==> config.mk <==
export PLATFORM = sky130hd
export DESIGN_NAME = vga_scan_timing_gen_flat
export DESIGN_NICKNAME = d
export VERILOG_FILES = /design/src/rtl/vga_timing_pkg.sv /design/src/rtl/vga_scan_timing_gen_if.sv /design/src/rtl/vga_scan_counter.sv /design/src/rtl/vga_scan_timing_gen.sv /design/src/flat_wrapper.sv
export SDC_FILE = /design/constraint.sdc
export NUM_CORES = 1
export LEC_CHECK = 0
export BUFFER_PORTS_ARGS = -buffer_cell sky130_fd_sc_hd__buf_2
export CORE_MARGIN = 2
export CORE_UTILIZATION = 40
export DETAILED_ROUTE_END_ITERATION = 10
export PLACE_DENSITY_LB_ADDON = 0.3
export SLEW_MARGIN = 10
export SYNTH_ARGS = -nofsm -noshare
export SYNTH_HDL_FRONTEND = slang
export SYNTH_SLANG_ARGS = --single-unit
==> constraint.sdc <==
create_clock -name CLK_VGA -period 3.5 [get_ports CLK_VGA]
set_clock_uncertainty 0.2 [all_clocks]
set_input_delay 0.7 -clock CLK_VGA [delete_from_list [all_inputs] [get_ports CLK_VGA]]
set_output_delay 0.7 -clock CLK_VGA [all_outputs]
set_load 0.02 [all_outputs]
==> src/rtl/vga_timing_pkg.sv <==
// -----------------------------------------------------------------------------
// vga_timing_pkg
// Shared constants and types for the 1280x1024@60 Hz scan-timing generator.
//   - Horizontal/vertical active, porch, sync and total lengths
//   - Coordinate width (12 bits) and coordinate type
//   - 12-bit {R,G,B} colour type and the foreground/background colours
//   - Stage-1 pipeline record used by the top level
// -----------------------------------------------------------------------------
package vga_timing_pkg;

  localparam int COORD_W = 12;

  // Horizontal timing, in pixels.
  localparam int H_ACTIVE = 1280;
  localparam int H_FP     = 48;
  localparam int H_SYNC   = 112;
  localparam int H_BP     = 248;
  localparam int H_TOTAL  = H_ACTIVE + H_FP + H_SYNC + H_BP;  // 1688

  // Vertical timing, in lines.
  localparam int V_ACTIVE = 1024;
  localparam int V_FP     = 1;
  localparam int V_SYNC   = 3;
  localparam int V_BP     = 38;
  localparam int V_TOTAL  = V_ACTIVE + V_FP + V_SYNC + V_BP;  // 1066

  // Active level of both sync outputs.
  localparam logic SYNC_POL = 1'b1;

  typedef logic [COORD_W-1:0] coord_t;

  // {R[3:0], G[3:0], B[3:0]}
  typedef logic [11:0] colour_t;

  localparam colour_t FG_COLOUR = 12'hFFF;
  localparam colour_t BG_COLOUR = 12'h000;

  // Everything the output stage needs to know about one pixel position.
  typedef struct packed {
    logic cond;
    logic active;
    logic hs_raw;
    logic vs_raw;
    logic frame_start;
  } stage1_t;

  // Truncating conversion used to build coordinate-width compare constants.
  function automatic coord_t to_coord(input int value);
    return coord_t'(value);
  endfunction

endpackage

==> src/rtl/vga_scan_timing_gen_if.sv <==
// -----------------------------------------------------------------------------
// vga_scan_timing_gen_if
// Bundle between the scan-timing generator, the overlay condition logic and
// the VGA pins.
//   VGA_horzCoord / VGA_vertCoord : raster coordinates driven by the generator
//   CONDITION                     : combinational overlay result for those
//                                   coordinates, returned to the generator
//   VGA_HS / VGA_VS               : sync outputs
//   VGA_RED / VGA_GREEN / VGA_BLUE: 4-bit colour outputs
//   FRAME_START                   : one-cycle pulse for pixel (0,0)
// Modports: master = generator side, slave = overlay/pin side.
// -----------------------------------------------------------------------------
interface vga_scan_timing_gen_if;
  import vga_timing_pkg::*;

  coord_t     VGA_horzCoord;
  coord_t     VGA_vertCoord;
  logic       CONDITION;
  logic       VGA_HS;
  logic       VGA_VS;
  logic [3:0] VGA_RED;
  logic [3:0] VGA_GREEN;
  logic [3:0] VGA_BLUE;
  logic       FRAME_START;

  modport master (
    output VGA_horzCoord, VGA_vertCoord,
    output VGA_HS, VGA_VS,
    output VGA_RED, VGA_GREEN, VGA_BLUE,
    output FRAME_START,
    input  CONDITION
  );

  modport slave (
    input  VGA_horzCoord, VGA_vertCoord,
    input  VGA_HS, VGA_VS,
    input  VGA_RED, VGA_GREEN, VGA_BLUE,
    input  FRAME_START,
    output CONDITION
  );

endinterface

==> src/rtl/vga_scan_counter.sv <==
// -----------------------------------------------------------------------------
// vga_scan_counter
// Free-running raster counters. h counts every clock; at its terminal value it
// wraps to 0 and v advances, with v wrapping to 0 when it is also terminal.
//   clk, rst : pixel clock, asynchronous active-high reset
//   h, v     : current column / line, straight from the registers
// -----------------------------------------------------------------------------
module vga_scan_counter
  import vga_timing_pkg::*;
#(
  parameter int LINE_LEN  = H_TOTAL,
  parameter int FRAME_LEN = V_TOTAL
) (
  input  logic   clk,
  input  logic   rst,
  output coord_t h,
  output coord_t v
);

  localparam coord_t H_LAST = to_coord(LINE_LEN - 1);
  localparam coord_t V_LAST = to_coord(FRAME_LEN - 1);

  logic h_last;
  logic v_last;

  assign h_last = (h == H_LAST);
  assign v_last = (v == V_LAST);

  // NOTE: asynchronous reset in the sensitivity list, and non-blocking (<=)
  // assignments so every register samples pre-edge values.
  always_ff @(posedge clk or posedge rst) begin
    if (rst) begin
      h <= '0;
      v <= '0;
    end else if (h_last) begin
      h <= '0;
      v <= v_last ? '0 : v + coord_t'(1);
    end else begin
      h <= h + coord_t'(1);
    end
  end

endmodule

==> src/rtl/vga_scan_timing_gen.sv <==
// -----------------------------------------------------------------------------
// vga_scan_timing_gen
// Scan-timing source for the oscilloscope display. Drives raster coordinates
// to the overlay logic, samples its combinational CONDITION and produces sync,
// colour and FRAME_START through a two-stage pipeline, so every pin lags its
// coordinate by exactly two clocks.
//   CLK_VGA : 108 MHz pixel clock
//   RESET   : asynchronous, active-high
//   vga     : vga_scan_timing_gen_if.master (coordinates, CONDITION, pins)
// Optional build macro VGA_BORDER_EN: paints the outermost active rows and
// columns in FG_COLOUR as a panel alignment aid.
// The timing parameters default to the 1280x1024 package constants.
// -----------------------------------------------------------------------------
module vga_scan_timing_gen
  import vga_timing_pkg::*;
#(
  parameter int H_ACT_PX  = H_ACTIVE,
  parameter int H_FP_PX   = H_FP,
  parameter int H_SYNC_PX = H_SYNC,
  parameter int H_BP_PX   = H_BP,
  parameter int V_ACT_LN  = V_ACTIVE,
  parameter int V_FP_LN   = V_FP,
  parameter int V_SYNC_LN = V_SYNC,
  parameter int V_BP_LN   = V_BP
) (
  input  logic                  CLK_VGA,
  input  logic                  RESET,
  vga_scan_timing_gen_if.master vga
);

  localparam int LINE_LEN  = H_ACT_PX + H_FP_PX + H_SYNC_PX + H_BP_PX;
  localparam int FRAME_LEN = V_ACT_LN + V_FP_LN + V_SYNC_LN + V_BP_LN;

  localparam coord_t H_ACT_END = to_coord(H_ACT_PX);
  localparam coord_t HS_START  = to_coord(H_ACT_PX + H_FP_PX);
  localparam coord_t HS_END    = to_coord(H_ACT_PX + H_FP_PX + H_SYNC_PX);
  localparam coord_t V_ACT_END = to_coord(V_ACT_LN);
  localparam coord_t VS_START  = to_coord(V_ACT_LN + V_FP_LN);
  localparam coord_t VS_END    = to_coord(V_ACT_LN + V_FP_LN + V_SYNC_LN);

  coord_t h;
  coord_t v;

  vga_scan_counter #(
    .LINE_LEN  (LINE_LEN),
    .FRAME_LEN (FRAME_LEN)
  ) u_counter (
    .clk (CLK_VGA),
    .rst (RESET),
    .h   (h),
    .v   (v)
  );

  // Coordinates come straight from the counter flops, never from logic.
  assign vga.VGA_horzCoord = h;
  assign vga.VGA_vertCoord = v;

  // ---------------------------------------------------------------------------
  // Stage 1: decode the current position and capture CONDITION with it.
  // ---------------------------------------------------------------------------
  stage1_t s1_d;
  stage1_t s1_q;

  // NOTE: assign the whole record first so no path leaves a field unassigned
  // (which would infer a latch).
  always_comb begin
    s1_d             = '0;
    s1_d.cond        = vga.CONDITION;
    s1_d.active      = (h < H_ACT_END) && (v < V_ACT_END);
    s1_d.hs_raw      = (h >= HS_START) && (h < HS_END);
    s1_d.vs_raw      = (v >= VS_START) && (v < VS_END);
    s1_d.frame_start = (h == '0) && (v == '0);
  end

  always_ff @(posedge CLK_VGA or posedge RESET) begin
    if (RESET) begin
      s1_q <= '0;
    end else begin
      s1_q <= s1_d;
    end
  end

`ifdef VGA_BORDER_EN
  localparam coord_t H_ACT_LAST = to_coord(H_ACT_PX - 1);
  localparam coord_t V_ACT_LAST = to_coord(V_ACT_LN - 1);

  logic border_d;
  logic border_q;

  assign border_d = s1_d.active &&
                    ((h == '0) || (h == H_ACT_LAST) ||
                     (v == '0) || (v == V_ACT_LAST));

  always_ff @(posedge CLK_VGA or posedge RESET) begin
    if (RESET) begin
      border_q <= 1'b0;
    end else begin
      border_q <= border_d;
    end
  end
`endif

  // ---------------------------------------------------------------------------
  // Stage 2: output registers feeding the pins.
  // ---------------------------------------------------------------------------
  colour_t colour_d;
  colour_t colour_q;
  logic    hs_q;
  logic    vs_q;
  logic    fs_q;

  // Blanking wins over everything, so CONDITION cannot light the porches.
  always_comb begin
    colour_d = '0;
    if (s1_q.active) begin
      colour_d = s1_q.cond ? FG_COLOUR : BG_COLOUR;
`ifdef VGA_BORDER_EN
      if (border_q) begin
        colour_d = FG_COLOUR;
      end
`endif
    end
  end

  // Sync flops hold the pin level, so reset lands on the inactive level.
  always_ff @(posedge CLK_VGA or posedge RESET) begin
    if (RESET) begin
      hs_q     <= ~SYNC_POL;
      vs_q     <= ~SYNC_POL;
      fs_q     <= 1'b0;
      colour_q <= '0;
    end else begin
      hs_q     <= s1_q.hs_raw ? SYNC_POL : ~SYNC_POL;
      vs_q     <= s1_q.vs_raw ? SYNC_POL : ~SYNC_POL;
      fs_q     <= s1_q.frame_start;
      colour_q <= colour_d;
    end
  end

  assign vga.VGA_HS      = hs_q;
  assign vga.VGA_VS      = vs_q;
  assign vga.FRAME_START = fs_q;
  assign vga.VGA_RED     = colour_q[11:8];
  assign vga.VGA_GREEN   = colour_q[7:4];
  assign vga.VGA_BLUE    = colour_q[3:0];

endmodule

==> src/flat_wrapper.sv <==
// flat-port wrapper written by rule: the top's interface ports become plain ports
module vga_scan_timing_gen_flat import vga_timing_pkg::*;
#(
  parameter int H_ACT_PX  = H_ACTIVE,
  parameter int H_FP_PX   = H_FP,
  parameter int H_SYNC_PX = H_SYNC,
  parameter int H_BP_PX   = H_BP,
  parameter int V_ACT_LN  = V_ACTIVE,
  parameter int V_FP_LN   = V_FP,
  parameter int V_SYNC_LN = V_SYNC,
  parameter int V_BP_LN   = V_BP
)
  (CLK_VGA, RESET, vga_VGA_horzCoord, vga_VGA_vertCoord, vga_VGA_HS, vga_VGA_VS, vga_VGA_RED, vga_VGA_GREEN, vga_VGA_BLUE, vga_FRAME_START, vga_CONDITION);
  vga_scan_timing_gen_if vga_i ();
  input  logic CLK_VGA;
  input  logic RESET;
  output wire logic [$bits(vga_i.VGA_horzCoord)-1:0] vga_VGA_horzCoord;
  output wire logic [$bits(vga_i.VGA_vertCoord)-1:0] vga_VGA_vertCoord;
  output wire logic [$bits(vga_i.VGA_HS)-1:0] vga_VGA_HS;
  output wire logic [$bits(vga_i.VGA_VS)-1:0] vga_VGA_VS;
  output wire logic [$bits(vga_i.VGA_RED)-1:0] vga_VGA_RED;
  output wire logic [$bits(vga_i.VGA_GREEN)-1:0] vga_VGA_GREEN;
  output wire logic [$bits(vga_i.VGA_BLUE)-1:0] vga_VGA_BLUE;
  output wire logic [$bits(vga_i.FRAME_START)-1:0] vga_FRAME_START;
  input wire logic [$bits(vga_i.CONDITION)-1:0] vga_CONDITION;
  assign vga_VGA_horzCoord = vga_i.VGA_horzCoord;
  assign vga_VGA_vertCoord = vga_i.VGA_vertCoord;
  assign vga_VGA_HS = vga_i.VGA_HS;
  assign vga_VGA_VS = vga_i.VGA_VS;
  assign vga_VGA_RED = vga_i.VGA_RED;
  assign vga_VGA_GREEN = vga_i.VGA_GREEN;
  assign vga_VGA_BLUE = vga_i.VGA_BLUE;
  assign vga_FRAME_START = vga_i.FRAME_START;
  assign vga_i.CONDITION = vga_CONDITION;
  vga_scan_timing_gen #(.H_ACT_PX(H_ACT_PX), .H_FP_PX(H_FP_PX), .H_SYNC_PX(H_SYNC_PX), .H_BP_PX(H_BP_PX), .V_ACT_LN(V_ACT_LN), .V_FP_LN(V_FP_LN), .V_SYNC_LN(V_SYNC_LN), .V_BP_LN(V_BP_LN)) u_core (.CLK_VGA(CLK_VGA), .RESET(RESET), .vga(vga_i));
endmodule
; ---- Word-level counts from Yosys, hierarchy flattened
; Cells that the tools add are included.
; Widths: inputs -> output; s select.
[classes]
addsub = 2
magnitude_cmp = 6
eq_ne = 2
mux = 6
n_reduce_logical = 6
[op_table]
columns = cell, n
row1 = $lt 12x11->1 const B, 4
row2 = $mux 12, 4
row3 = $add 12x1->12 const B, 2
row4 = $eq 12x11->1 const B, 2
row5 = $ge 12x11->1 const B, 2
row6 = $logic_not 12->1, 2
row7 = $logic_and 1x1->1, 4
row8 = $mux 1, 2
[totals]
register_bits = 44
in_bits = 3
output_inout_bits = 39
word_cells = 33

; ---- Logic depth before layout (Yosys ltp)
; Gate-level depths: netlist of the first run.
[depth]
depth_word = 2
mapped_depth = 7
ltp_nobuf = 6

; ---- Modules after synthesis
; A second synthesis of the first run with hierarchy kept.
[hier_totals]
hier_cells = 153
area_unflattened_um2 = 1579.0
[by_module_without_submodules]
columns = mod, n_inst, cells_per_inst, area_per_inst_um2, seq_area_each_um2
row1 = vga_scan_counter, 1, 113, 1149.9, 600.6
row2 = vga_scan_timing_gen, 1, 40, 429.2, 225.2

; ---- Least setup slack after synthesis of the first run
; Ideal clock, no wire load.
[synth_path]
kind = register -> register
startpoint = register u_core.u_counter.h[8]
endpoint = register u_core.u_counter.v[5]
setup_ns = 0.065
t_arrival_ns = 1.850
required_ns = 3.235
setup_slack_ns = 1.386
path_stages_with_launch = 6
path_buffers = 1
period_less_slack_ns = 2.114
cell_sequence = dfrtp_1 > or4_4 > or3_1 > buf_6 > nor4b_4 > a21o_1
[synth_via]
elab_chain_cells = 1
[synth_rtl]
columns = item, line
row1 = "start, declared", vga_scan_counter.sv:16  ; output coord_t h,
row2 = "start signal, assigned", vga_scan_counter.sv:39  ; h <= h + coord_t'(1);
row3 = $eq 12x11->1, vga_scan_counter.sv:26  ; assign h_last = (h == H_LAST);
row4 = "end signal, assigned", vga_scan_counter.sv:37  ; v <= v_last ? '0 : v + coord_t'(1);
row5 = "end, declared", vga_scan_counter.sv:17  ; output coord_t v
; No other way between the ends.
; A chain may end at the register's enable or synchronous reset.

; ---- Final worst setup path of the first run
[layout_path]
startpoint = register u_core.u_counter.h[8]
endpoint = register u_core.u_counter.v[3]
; The elaborated chain is that of the path after synthesis.

==> results list, run 1 <==
* Placement row count: 23
* Avg Vias per Cell: 5.26
- The repair_antennas step left the layout with diodes totalling 0.
* Number of routed nets with antenna violations: 0
- Estimated wirelength of the detail-placed design: 2410 um
- Vias after detailed routing: 1298
* Max Used Layer: met4
- Static timing analysis puts the maximum clock frequency at 0.426 GHz.
* Global route total overflow: 0
- CP max FO: 18
* Transition time at the pin with the least slew margin: 0.617 ns
- Power density over the cells: 354 nW/um^2
- Io pins: 42
- Yosys warning total: 0
* Maximum buffer depth of the clock tree: 2
* Nets: 204
* 1st-iter DRT viols: 60
- Number of instances in the synthesized netlist: 162
- Fraction of power spent switching nets: 0.230
- Die area: 4750 um^2
- Detailed Route WL: 3450 um
- TritonCTS built the clock tree.
- Required time at the endpoint of the critical path: 3.48 ns
- Of the cells placed in the final design, the portion with a size suffix greater than 1 is 0.279.
- Area added between synthesis and finish: 14.7%
* Worst slew margin relative to its limit: 0.587
- Number of buffers created by CTS: 5
* Fraction of the core area covered by cells at the end of the flow: 0.480
- The congestion estimate from routability-driven global placement came to 0.806.
- The setup path with the least slack is of type reg -> reg.
* Total number of H-tree levels: 2
* Net load switching power: 0.000157 W
* Placeable core area: 4030 um^2
- First-pass GRT wire length: 5640 um
- In the synthesized netlist the dominant register cell turns out to be dfrtp_1.
- For this design, the CTS-stage hold fixing added 0 buffers.
- The flow ran to the end, and the final reports show no timing, DRC or antenna violations.
- Chip width: 68.9 um
* Nature of the critical path startpoint: flip-flop
- Summed over all nets, wire length on met2 after detailed routing comes to 1550 um.
- Clock power share: 0.401
- Internal power contribution: 0.000527 W
- After synthesis, the largest family of logic cells by area is simple AND/OR/NAND/NOR gates.
- Dividing the final minimum period by the clock period gives 0.671.
* Class of the tightest hold or removal check: reg -> reg
- Via count of the first global-routing pass: 1126
- Placed inst area: 1850 um^2
- Xor/xnor cell area share of the yosys netlist: 0.0623
* Final setup violation count: 0
- Area of the mapped netlist: 1690 um^2
- GR Util All Layers: 0.167
- The number of nets in the synthesized netlist is 170.
- Share of synthesized cell area in full adder, half adder and majority cells: 0.0371
- After detailed routing, the wire length on met1 is 1650 um.
* Number of instances resized during post-cts repair: 0
- At the placement stage, the worst setup path has a slack of 1.17 ns.
- The first detailed-routing pass ran for 4 iterations.
* Number of synthesized register bits: 33
- In the layout the commonest cells are 41 x buf_2, 33 x dfrtp_1, 14 x nor2_1.
- In the final timing run, aggregate negative setup slack is 0 ns.
* Commonest non-fill, non-tap cell in the layout: buf_2
- CTS root buf: clkbuf_8
- Counting tap cells, the placed design contains a total of 239 instances.
- Sequential share of the synthesized area: 0.490
- Share of synthesized cell area in and, or, nand and nor gates: 0.243
- Post-route insts no fill: 247
* Async set-or-reset flop fraction in the synthesized netlist: 1.00
* Fraction of power consumed by sequential logic: 0.561
- Minimum setup slack in the final design: 1.15 ns
* Clock-pin slew of the registers on the worst-case setup and hold paths: 0.06 ns
* Fraction of synthesized area in multiplexers: 0.0126
* Static Leak: 0.966 nW
- Entering global routing, the biggest net connects 34 pins.
* Worst-Skew Late Latency: 0.29 ns
- Initial cell density of the core: 0.419
- Critical path arrival: 2.32 ns
* Netlist cell types: 38
- Count of buffers added by post-CTS timing repair for setup: 0
* Per-cell routed wire length: 14.0 um
- IR analysis of the VDD net gives a maximum drop of 169 uV.
- The worst setup path is captured at a flip-flop.
* RSZ-0062 raised after global routing: false
- Summed over all nets, wire length on met3 after detailed routing comes to 180 um.
* DRC violation count after routing: 0
- Post-Layout Inst Area: 1930 um^2
- The synthesized design contains 0 enable-type register cells.
- The tool flagged a number of max-cap violations equal to 0.
* Shortest period the worst path allows: 2.35 ns
- The final hold violation count is 0.
- Share of the synthesized area in compound gates (AO/OA/AOI/OAI): 0.0727
- In this run the tool buffered the top-level ports with 41 buffer cells.
- Combinational group share of total power: 0.038
- The initial antenna violation count came to 0.
* Clock sinks: 33
- The number of max-slew violations in the final report came to 0.
- Chip height: 68.9 um
- In this run the mean area of a mapped cell was 10.4 um^2.
## synth_stat cells (2+ instances only)
master | count | share of area
inv_1 | 8 | 0.018
nor3_1 | 5 | 0.015
xor2_1 | 4 | 0.021
ha_1 | 5 | 0.037
buf_4 | 12 | 0.053
nor2_1 | 14 | 0.031
and2_1 | 2 | 0.0074
dfrtp_1 | 33 | 0.49
nor4b_1 | 2 | 0.010
xnor2_1 | 8 | 0.042
and3_1 | 6 | 0.022
nand4_1 | 9 | 0.033
nand2_1 | 7 | 0.016
or3_1 | 2 | 0.0074
nand3_1 | 7 | 0.021
o21ai_0 | 10 | 0.030
a22o_1 | 4 | 0.021
nor4_1 | 3 | 0.011
nand2b_1 | 2 | 0.0074
## flip-flops by register name (all words and copies together) (netlist names)
name / cells
u_core.colour_q: 1
u_core.s1_q: 5
u_core.u_counter.h: 12
u_core.u_counter.v: 12
u_core.vga.FRAME_START: 1
u_core.vga.VGA_HS: 1
u_core.vga.VGA_VS: 1
## metrics by stage
step           hold slack, ns  total power [W]
2_1_floorplan           0.131         0.000416
3_3_place_gp            0.133         0.000417
3_5_place_dp            0.141         0.000418
4_1_cts                 0.157         0.000694
5_1_grt                 0.160         0.000719
6_report                0.151         0.000684
## power by group through the flow
stage	combinational (W)	sequential, W	clock (W)
finish	0.0000257	0.000384	0.000274
global route	0.0000293	0.000384	0.000305
CTS	0.0000265	0.000384	0.000284
detailed placement	0.0000265	0.000391	0
global placement	0.0000264	0.000391	0
floorplan	0.0000240	0.000392	0
## cell families after synthesis
| family | Yosys count |
|---|---|
| simple gates | 68 |
| flops | 33 |
| buf+inv | 23 |
| compound gates | 19 |
| xor+xnor | 12 |
| fa+ha+maj | 5 |
| mux | 2 |
## final timing paths
check,start,to,slack (ns),depth (start not counted)
worst max-delay path,u_core.u_counter.h[8],u_core.u_counter.v[3],1.15,4
worst min-delay path,u_core.s1_q[2],u_core.vga.VGA_HS,0.15,0
worst max register to register,u_core.u_counter.h[8],u_core.u_counter.v[3],1.15,4
worst min register to register,u_core.s1_q[2],u_core.vga.VGA_HS,0.15,0
max in group asynchronous,RESET,u_core.u_counter.h[6],2.50,3
min in group asynchronous,RESET,u_core.vga.VGA_HS,0.28,3
## per-layer routing
metal  up-vias  GRT usage
met5         -          0
met4         0     0.0956
met3         7     0.0406
met2        36      0.238
met1       619      0.229
li1        636          -
## critical path, stage by stage (launching register included)
cell and delay (ns):
dfrtp_1 0.45, or4_4 0.59, nor3_4 0.55, o21ai_0 0.19, a22o_1 0.27
## cell type report
type	instances	area (um^2)
clock buffer	6	72.6
clock inverter	2	10.0
fill	397	2090
inverter	8	30.0
multi-input combinational	106	721
sequential	33	826
tap	50	62.6
timing repair buffer	42	213
No activity file was read; power rests on OpenSTA's default activity.
==> run 2: changes to the inputs <==
--- a/config.mk
+++ b/config.mk
@@ -5,6 +5,7 @@
 export SDC_FILE = /design/constraint.sdc
 export NUM_CORES = 1
 export LEC_CHECK = 0
+export ABC_AREA = 1
 export BUFFER_PORTS_ARGS = -buffer_cell sky130_fd_sc_hd__buf_2
 export CORE_MARGIN = 2
 export CORE_UTILIZATION = 40
==> constraint.sdc (replaced) <==
create_clock -name CLK_VGA -period 1.95 [get_ports CLK_VGA]
set_clock_uncertainty 0.2 [all_clocks]
set_input_delay 0.39 -clock CLK_VGA [delete_from_list [all_inputs] [get_ports CLK_VGA]]
set_output_delay 0.39 -clock CLK_VGA [all_outputs]
set_load 0.02 [all_outputs]
==> run 2 against run 1 <==
The flow now finishes with violations (negative hold slack). Cell count rose by 37%. Count of clock-buffer cells in the layout is 1 higher. Hold slack got worse by 0.17 ns. Utilization down 1.3 points. Non-clock buffer count unchanged. Routed wire length grew 11%. Final area rose by 12%. Register-to-register slack worse by 0.93 ns. Total power rose by 90%. Clock power is 110% higher. Sequential power rose by 79%. Setup slack lost 0.93 ns. Highest routed layer unchanged.
==> results list, run 2 <==
- Vias after detailed routing: 1609 (was 1298)
- The first element of the critical path is u_core.u_counter.v[0] (was u_core.u_counter.h[8]).
* Average cell area after synthesis: 7.63 um^2 (was 10.4 um^2)
- The HPWL after detailed placement was 2870 um (was 2410 um).
* Placed Cells: 330 (was 239)
* Critical path arrival: 1.70 ns (was 2.32 ns)
- The total stage count of the critical path is 6 (was 4).
- The count of antenna diodes in the layout came to 0 (unchanged).
* Critical path start-end classification: reg -> reg (unchanged)
* Chip width: 72.8 um (was 68.9 um)
- Terminus of the critical flop-to-flop path: u_core.u_counter.v[8] (was u_core.u_counter.v[3])
- Detailed Routing Iterations Pass 1: 4 (unchanged)
- The commonest register cell after synthesis was dfrtp_1 (unchanged).
- Nets: 291 (was 204)
- CTS root buf: clkbuf_8 (unchanged)
- The setup TNS is 0 ns (unchanged).
* Number of antenna violations at the first check in global routing: 0 (unchanged)
- Per-cell routed wire length: 11.3 um (was 14.0 um)
- The final critical-path required period was 1.73 ns (was 2.35 ns).
- The share of power burned in combinational logic came to 0.035 (was 0.038).
- Maximum frequency from static timing analysis: 0.577 GHz (was 0.426 GHz)
* RSZ-0062 raised after global routing: false (unchanged)
* Total power of the final layout: 0.00130 W (was 0.000684 W)
- The number of buffer and inverter stages on the critical path came to 0 (unchanged).
* Async set-or-reset flop fraction in the synthesized netlist: 1.00 (unchanged)
- The number of H-tree levels came to 2 (unchanged).
* Transition time at the pin with the least slew margin: 0.421 ns (was 0.617 ns)
- Io pins: 42 (unchanged)
- Regs by FF count: u_core.u_counter.h (12), u_core.u_counter.v (12), u_core.s1_q (5) (unchanged).
- The core area was 4630 um^2 (was 4030 um^2).
- The number of synthesized flops with an enable pin came to 0 (unchanged).
- The final number of setup-violating endpoints is 0 (unchanged).
- The via count normalized by instance count came to 4.76 (was 5.26).
* Number of buffers created by CTS: 5 (unchanged)
- Worst-Skew Late Latency: 0.29 ns (about the same)
* Outcome: finished with violations (was complete, no violations)
* Required time at the endpoint of the critical path: 1.92 ns (was 3.48 ns)
* Sequential share of the synthesized area: 0.436 (was 0.490)
- The quantity of I/O buffers inserted on ports came to 41 (unchanged).
- Net count after synthesis: 256 (was 170)
* 1st-iter DRT viols: 72 (was 60)
- Main area contributors after synthesis: dfrtp_1 44%, nand2_1 12%, inv_1 7.7% (was dfrtp_1 49%, buf_4 5.3%, xnor2_1 4.2%)
- Crit end category: flip-flop (unchanged)
- Largest net degree at the start of global routing: 34 (unchanged)
- DRC violation count after routing: 0 (unchanged)
- The number of nets with antenna violations after detailed routing came to 0 (unchanged).
* Internal power contribution: 0.00102 W (was 0.000527 W)
- Global route total overflow: 0 (unchanged)
- Largest vdd supply drop: 301 uV (was 169 uV)
* Worst-path cell with the longest stage delay: dfrtp_1 (was or4_4)
- Count of buffers added by post-CTS timing repair for setup: 0 (unchanged)
* Fraction of final layout cells with drive strength greater than 1: 0.222 (was 0.279)
- Number of cells on the worst reg-to-reg path: 6 (was 4)
- Power density over the cells: 602 nW/um^2 (was 354 nW/um^2)
- The total wire length was 3830 um (was 3450 um).
* Maximum buffer depth of the clock tree: 2 (unchanged)
* Top cells by count, synth: 58 x nand2_1, 39 x inv_1, 33 x dfrtp_1, 26 x nor2_1, 21 x nand3_1 (was 33 x dfrtp_1, 14 x nor2_1, 12 x buf_4, 10 x o21ai_0, 9 x nand4_1)
- Area added between synthesis and finish: 14.3% (was 14.7%)
- The category of cells accounting for the largest share of critical-path delay is simple AND/OR/NAND/NOR gates (unchanged).
- Nature of the critical path startpoint: flip-flop (unchanged)
- Max-cap violations: 0 (unchanged)
- Crit path cell chain: ha_1, nand2_1, nor3_1, nand3_1, nand3_1, o21ai_0 (was or4_4, nor3_4, o21ai_0, a22o_1).
- Top cell type by total area after synthesis: dfrtp_1 (unchanged)
* Net load switching power: 0.000286 W (was 0.000157 W)
- Via count of the first global-routing pass: 1408 (was 1126)
- Netlist cell types: 23 (was 38)
- The clock slew at the register clock pins of the worst setup and hold paths is 0.07 ns (was 0.06 ns).
- Top library cells by usage in the layout, fill and taps aside: 58 x nand2_1, 41 x buf_2, 39 x inv_1 (was 41 x buf_2, 33 x dfrtp_1, 14 x nor2_1)
- The final reports fail on negative hold slack.
- The largest incremental delay on the critical path came to 0.43 ns (was 0.59 ns).
- Static Leak: 1.23 nW (was 0.966 nW)
* Number of instances resized during post-cts repair: 0 (unchanged)
- The worst reg2reg path startpoint is u_core.u_counter.v[0] (was u_core.u_counter.h[8]).
* Worst setup path endpoint: u_core.u_counter.v[8] (was u_core.u_counter.v[3])
* Class of the tightest hold or removal check: in -> async (was reg -> reg)
- First-pass GRT wire length: 6330 um (was 5640 um)
* Final hold violations: 33 (was 0)
- Initial cell density of the core: 0.409 (was 0.419)
- Clock power share: 0.436 (was 0.401)
- The switching share of power came to 0.219 (was 0.230).
- The number of rows in the core area came to 25 (was 23).
- The post-synth design cell area was 1890 um^2 (was 1690 um^2).
- The top-area cell type share of the netlist area came to 0.436 (was 0.490).
- The critical-path maximum fanout is 6 (was 18).
- Fill cell instance count of the final layout: 496 (was 397)
- The die area was 5300 um^2 (was 4750 um^2).
- Commonest non-fill, non-tap cell in the layout: nand2_1 (was buf_2)
- Number of instances in the synthesized netlist: 248 (was 162)
- The final weighted congestion in routability-driven placement came to 0.868 (was 0.806).
- GR Util All Layers: 0.153 (was 0.167)
* Clock tree from TritonCTS: done (unchanged)
- Clock sinks: 33 (unchanged)
- The sequential share of power was 0.529 (was 0.561).
- The cell with the most instances after synthesis was nand2_1 (was dfrtp_1).
- Yosys warning total: 0 (unchanged)
- The chip height is 72.8 um (was 68.9 um).
* Number of synthesized register bits: 33 (unchanged)
* Post-route insts no fill: 338 (was 247)
- Most frequent CP cell: nand3_1
- Count of pins over their slew limit: 0 (unchanged)
* Smallest hold slack: -0.0154 ns (was 0.151 ns)
* Hold buffers post-CTS: 0 (unchanged)
* Share of the cycle needed by the critical path after routing: 0.888 (was 0.671)
- The worst setup slack for register-to-register paths was 0.22 ns (was 1.15 ns).
* Worst slew margin relative to its limit: 0.719 (was 0.587)
==> run 2: area by class of cell <==
cell class | count | area (um^2) | share of cell area
Clock inverter | 1 | 5.00 | 0.00231
Inverter | 44 | 168 | 0.0775
Clock buffer | 7 | 96.3 | 0.0445
Multi-Input combinational cell | 157 | 790 | 0.365
Sequential cell | 33 | 826 | 0.382
Timing Repair Buffer | 42 | 213 | 0.0983
Tap cell | 54 | 67.6 | 0.0312
==> run 2: worst min-delay path by stage <==
stage / startpoint / end / slack (ns) / depth (start not counted)
2_1_floorplan: u_core.s1_q[0] / u_core.vga.FRAME_START / 0.13 / 0
3_3_place_gp: u_core.s1_q[0] / u_core.vga.FRAME_START / 0.13 / 0
4_1_cts: RESET / u_core.u_counter.h[9] / 0.001 / 3
6_report: RESET / u_core.u_counter.h[9] / -0.02 / 3
3_5_place_dp: u_core.s1_q[0] / u_core.vga.FRAME_START / 0.14 / 0
5_1_grt: vga_CONDITION / u_core.s1_q[4] / 0.005 / 1
==> run 2: cells by family after synthesis <==
logic type | after synthesis | share of synthesized area
compound gates | 16 | 0.0449
buf+inv | 58 | 0.147
flops | 33 | 0.436
xor+xnor | 6 | 0.0278
fa+ha+maj | 5 | 0.0330
simple gates | 130 | 0.311
==> run 2: per-layer routing <==
metal | part of all wire | global-route usage
met5 | 0 | 0
met4 | 0.017 | 0.0576
met3 | 0.048 | 0.0470
met2 | 0.47 | 0.251
met1 | 0.47 | 0.191
==> run 2: worst register-to-register path, delay by kind of cell (launching register included) <==
kind | cells | cell delay (ns)
compound gates | 1 | 0.07
fa+ha+maj | 1 | 0.28
flops | 1 | 0.43
simple gates | 4 | 0.64
==> run 2: power groups by stage <==
stage	Combinational, W	Clock [W]	Sequential [W]
5_1_grt	0.0000512	0.000616	0.000689
6_report	0.0000461	0.000568	0.000689
2_1_floorplan	0.0000430	0	0.000704
3_5_place_dp	0.0000476	0	0.000702
4_1_cts	0.0000478	0.000584	0.000689
3_3_place_gp	0.0000476	0	0.000702
==> run 2: stage by stage <==
stage	hold WS [ns]	area [um^2]	utilization	setup WS [ns]
3_5_place_dp	0.137	2060	0.446	0.244
3_3_place_gp	0.133	2060	0.446	0.293
5_1_grt	0.00484	2160	0.468	0.0754
6_report	-0.0154	2160	0.468	0.218
4_1_cts	0.00142	2160	0.468	0.225
2_1_floorplan	0.131	1890	-	0.270
==> run 3: changes to the inputs <==
--- a/config.mk
+++ b/config.mk
@@ -10,6 +10,7 @@
 export CORE_MARGIN = 2
 export CORE_UTILIZATION = 40
 export DETAILED_ROUTE_END_ITERATION = 10
+export HOLD_SLACK_MARGIN = 0.05
 export PLACE_DENSITY_LB_ADDON = 0.3
 export SLEW_MARGIN = 10
 export SYNTH_ARGS = -nofsm -noshare
==> run 3 against run 2 <==
The flow now finishes without violations. Critical endpoint unchanged. Sequential power barely moved. Cell count rose by 0.59%. Die area did not move. Routed wire length rose by 1.3%. First-iteration DRC count rose by 18%. Highest routed layer unchanged. Via count rose by 0.50%. Register-to-register slack barely moved.
==> results list, run 3 (synthesis gave the netlist of run 2 again) <==
- Outcome: complete, no violations (was finished with violations)
* Placed inst area: 2060 um^2 (unchanged)
- The via count normalized by instance count is 4.76 (about the same).
- Largest net degree at the start of global routing: 34 (unchanged)
* Placeable core area: 4630 um^2 (unchanged)
* First-pass GRT wire length: 6400 um (was 6330 um)
* Chip width: 72.8 um (unchanged)
- The total iterations of the first detailed-routing run is 4 (unchanged).
* Required time at the endpoint of the critical path: 1.92 ns (about the same)
* Antenna diode count: 0 (unchanged)
- The number of H-tree levels came to 2 (unchanged).
* CP max FO: 6 (unchanged)
- The initial antenna violation count came to 0 (unchanged).
- The area added between synthesis and finish is 15.4% (was 14.3%).
- Critical path arrival: 1.70 ns (about the same)
* Chip height: 72.8 um (unchanged)
- Worst-Skew Late Latency: 0.29 ns (about the same)
* Number of routed nets with antenna violations: 0 (unchanged)
* Share of the cycle needed by the critical path after routing: 0.888 (about the same)
* DRC violation count after routing: 0 (unchanged)
* Maximum frequency from static timing analysis: 0.577 GHz (about the same)
* Die area: 5300 um^2 (unchanged)
* RSZ-0062 raised after global routing: false (unchanged)
- Clock-pin slew of the registers on the worst-case setup and hold paths: 0.07 ns (about the same)
* Top library cells by usage in the layout, fill and taps aside: 58 x nand2_1, 41 x buf_2, 39 x inv_1 (unchanged)
- Class of the tightest hold or removal check: reg -> reg (was in -> async)
* Placement row count: 25 (unchanged)
- The number of max-slew violations in the final report came to 0 (unchanged).
- Estimated wirelength of the detail-placed design: 2870 um (unchanged)
- Largest vdd supply drop: 301 uV (about the same)
- The final weighted congestion in routability-driven placement is 0.868 (unchanged).
* Via count of the first global-routing pass: 1427 (was 1408)
- Transition time at the pin with the least slew margin: 0.421 ns (about the same)
- The combined global-route utilization of all metal layers came to 0.155 (was 0.153).
* Number of instances resized during post-cts repair: 0 (unchanged)
- The effective utilization at floorplan came to 0.409 (unchanged).
- The layout net count came to 293 (was 291).
- The total via count in the routed design is 1617 (was 1609).
- The worst setup path category is reg -> reg (unchanged).
- Global route total overflow: 0 (unchanged)
- Count of buffers added by post-CTS timing repair for setup: 0 (unchanged)
- Fraction of the core area covered by cells at the end of the flow: 0.472 (was 0.468)
- Post-route insts no fill: 340 (was 338)
- The final hold violation count was 0 (was 33).
- Total power of the final layout: 0.00131 W (was 0.00130 W)
- The quantity of I/O buffers inserted on ports came to 41 (unchanged).
- Final TNS setup: 0 ns (unchanged)
* CTS root buf: clkbuf_8 (unchanged)
* 1st-iter DRT viols: 85 (was 72)
- The finished layout cell area was 2180 um^2 (was 2160 um^2).
* Final setup violation count: 0 (unchanged)
- Fill cell instance count of the final layout: 495 (was 496)
- Nature of the critical path startpoint: flip-flop (unchanged)
* Io pins: 42 (unchanged)
* Commonest non-fill, non-tap cell in the layout: nand2_1 (unchanged)
- Placed Cells: 330 (unchanged)
- The total clock sinks was 33 (unchanged).
- The maximum count of clock buffers along a single path came to 2 (unchanged).
* Worst slew margin relative to its limit: 0.720 (was 0.719)
- Shortest period the worst path allows: 1.73 ns (about the same)
* Static Leak: 1.24 nW (was 1.23 nW)
* Crit end category: flip-flop (unchanged)
* Number of buffers created by CTS: 5 (unchanged)
* Fraction of final layout cells with drive strength greater than 1: 0.220 (was 0.222)
* Regs by FF count: u_core.u_counter.h (12), u_core.u_counter.v (12), u_core.s1_q (5) (unchanged)
- Detailed Route WL: 3870 um (was 3830 um)
- The number of maximum-capacitance violations was 0 (unchanged).
* Per-cell routed wire length: 11.4 um (was 11.3 um)
* Power density over the cells: 598 nW/um^2 (was 602 nW/um^2)
- The CTS tree is done (unchanged).
-- run 3: cell types whose count changed in the layout (fill, tap and decap cells not counted), sizes merged --
cell,previous run,this run
dlygate4sd3,0,2
-- run 3: report_power, final --
| group | total (W) | switching [W] | internal (W) | leakage, nW |
|---|---|---|---|---|
| Sequential | 0.000689 | 0.00000247 | 0.000687 | 0.437 |
| Clock | 0.000568 | 0.000249 | 0.000319 | 0.0542 |
| Combinational | 0.0000495 | 0.0000354 | 0.0000141 | 0.752 |
| Total | 0.00131 | 0.000287 | 0.00102 | 1.24 |
-- run 3: what timing repair did --
item	4_1_cts	5_1_grt
endpoints found under the hold margin	34	0
hold buffers	2	0
endpoints found under the setup margin	0	0
-- run 3: cell type report --
class / instances / area [um^2] / share of cell area
Tap cell: 54 / 67.6 / 0.0309
Sequential cell: 33 / 826 / 0.378
Multi-Input combinational cell: 157 / 790 / 0.361
Inverter: 44 / 168 / 0.0767
Clock buffer: 7 / 96.3 / 0.0441
Timing Repair Buffer: 44 / 233 / 0.107
Clock inverter: 1 / 5.00 / 0.00229
-- run 3: per-stage QoR --
stage	setup slack [ns]	hold WS, ns
detailed placement	0.244	0.137
finish	0.218	0.149
CTS	0.225	0.152
global placement	0.293	0.133
global route	0.0754	0.164
floorplan	0.270	0.131
-- run 3: worst max-delay path, cell delays in order (launching register included) --
cell     delay (ns)
dfrtp_1        0.43
ha_1           0.28
nand2_1        0.10
nor3_1         0.31
nand3_1        0.13
nand3_1        0.10
o21ai_0        0.07
-- run 3: path summary, 6_finish.rpt --
kind,from,to,slack [ns],cells past startpoint
setup / recovery,u_core.u_counter.v[0],u_core.u_counter.v[8],0.22,6
hold / removal,u_core.s1_q[1],u_core.vga.VGA_VS,0.15,0
setup reg to reg,u_core.u_counter.v[0],u_core.u_counter.v[8],0.22,6
hold reg to reg,u_core.s1_q[1],u_core.vga.VGA_VS,0.15,0
max in group asynchronous,RESET,u_core.vga.VGA_VS,0.70,4
min in group asynchronous,RESET,u_core.u_counter.h[9],0.55,4
-- run 3: per-layer routing --
metal | vias up | wire (um) | GRT usage
li1 | 839 | - | -
met5 | - | 0 | 0
met2 | 45 | 1820 | 0.259
met4 | 0 | 65 | 0.0576
met1 | 727 | 1800 | 0.191
met3 | 6 | 183 | 0.0456
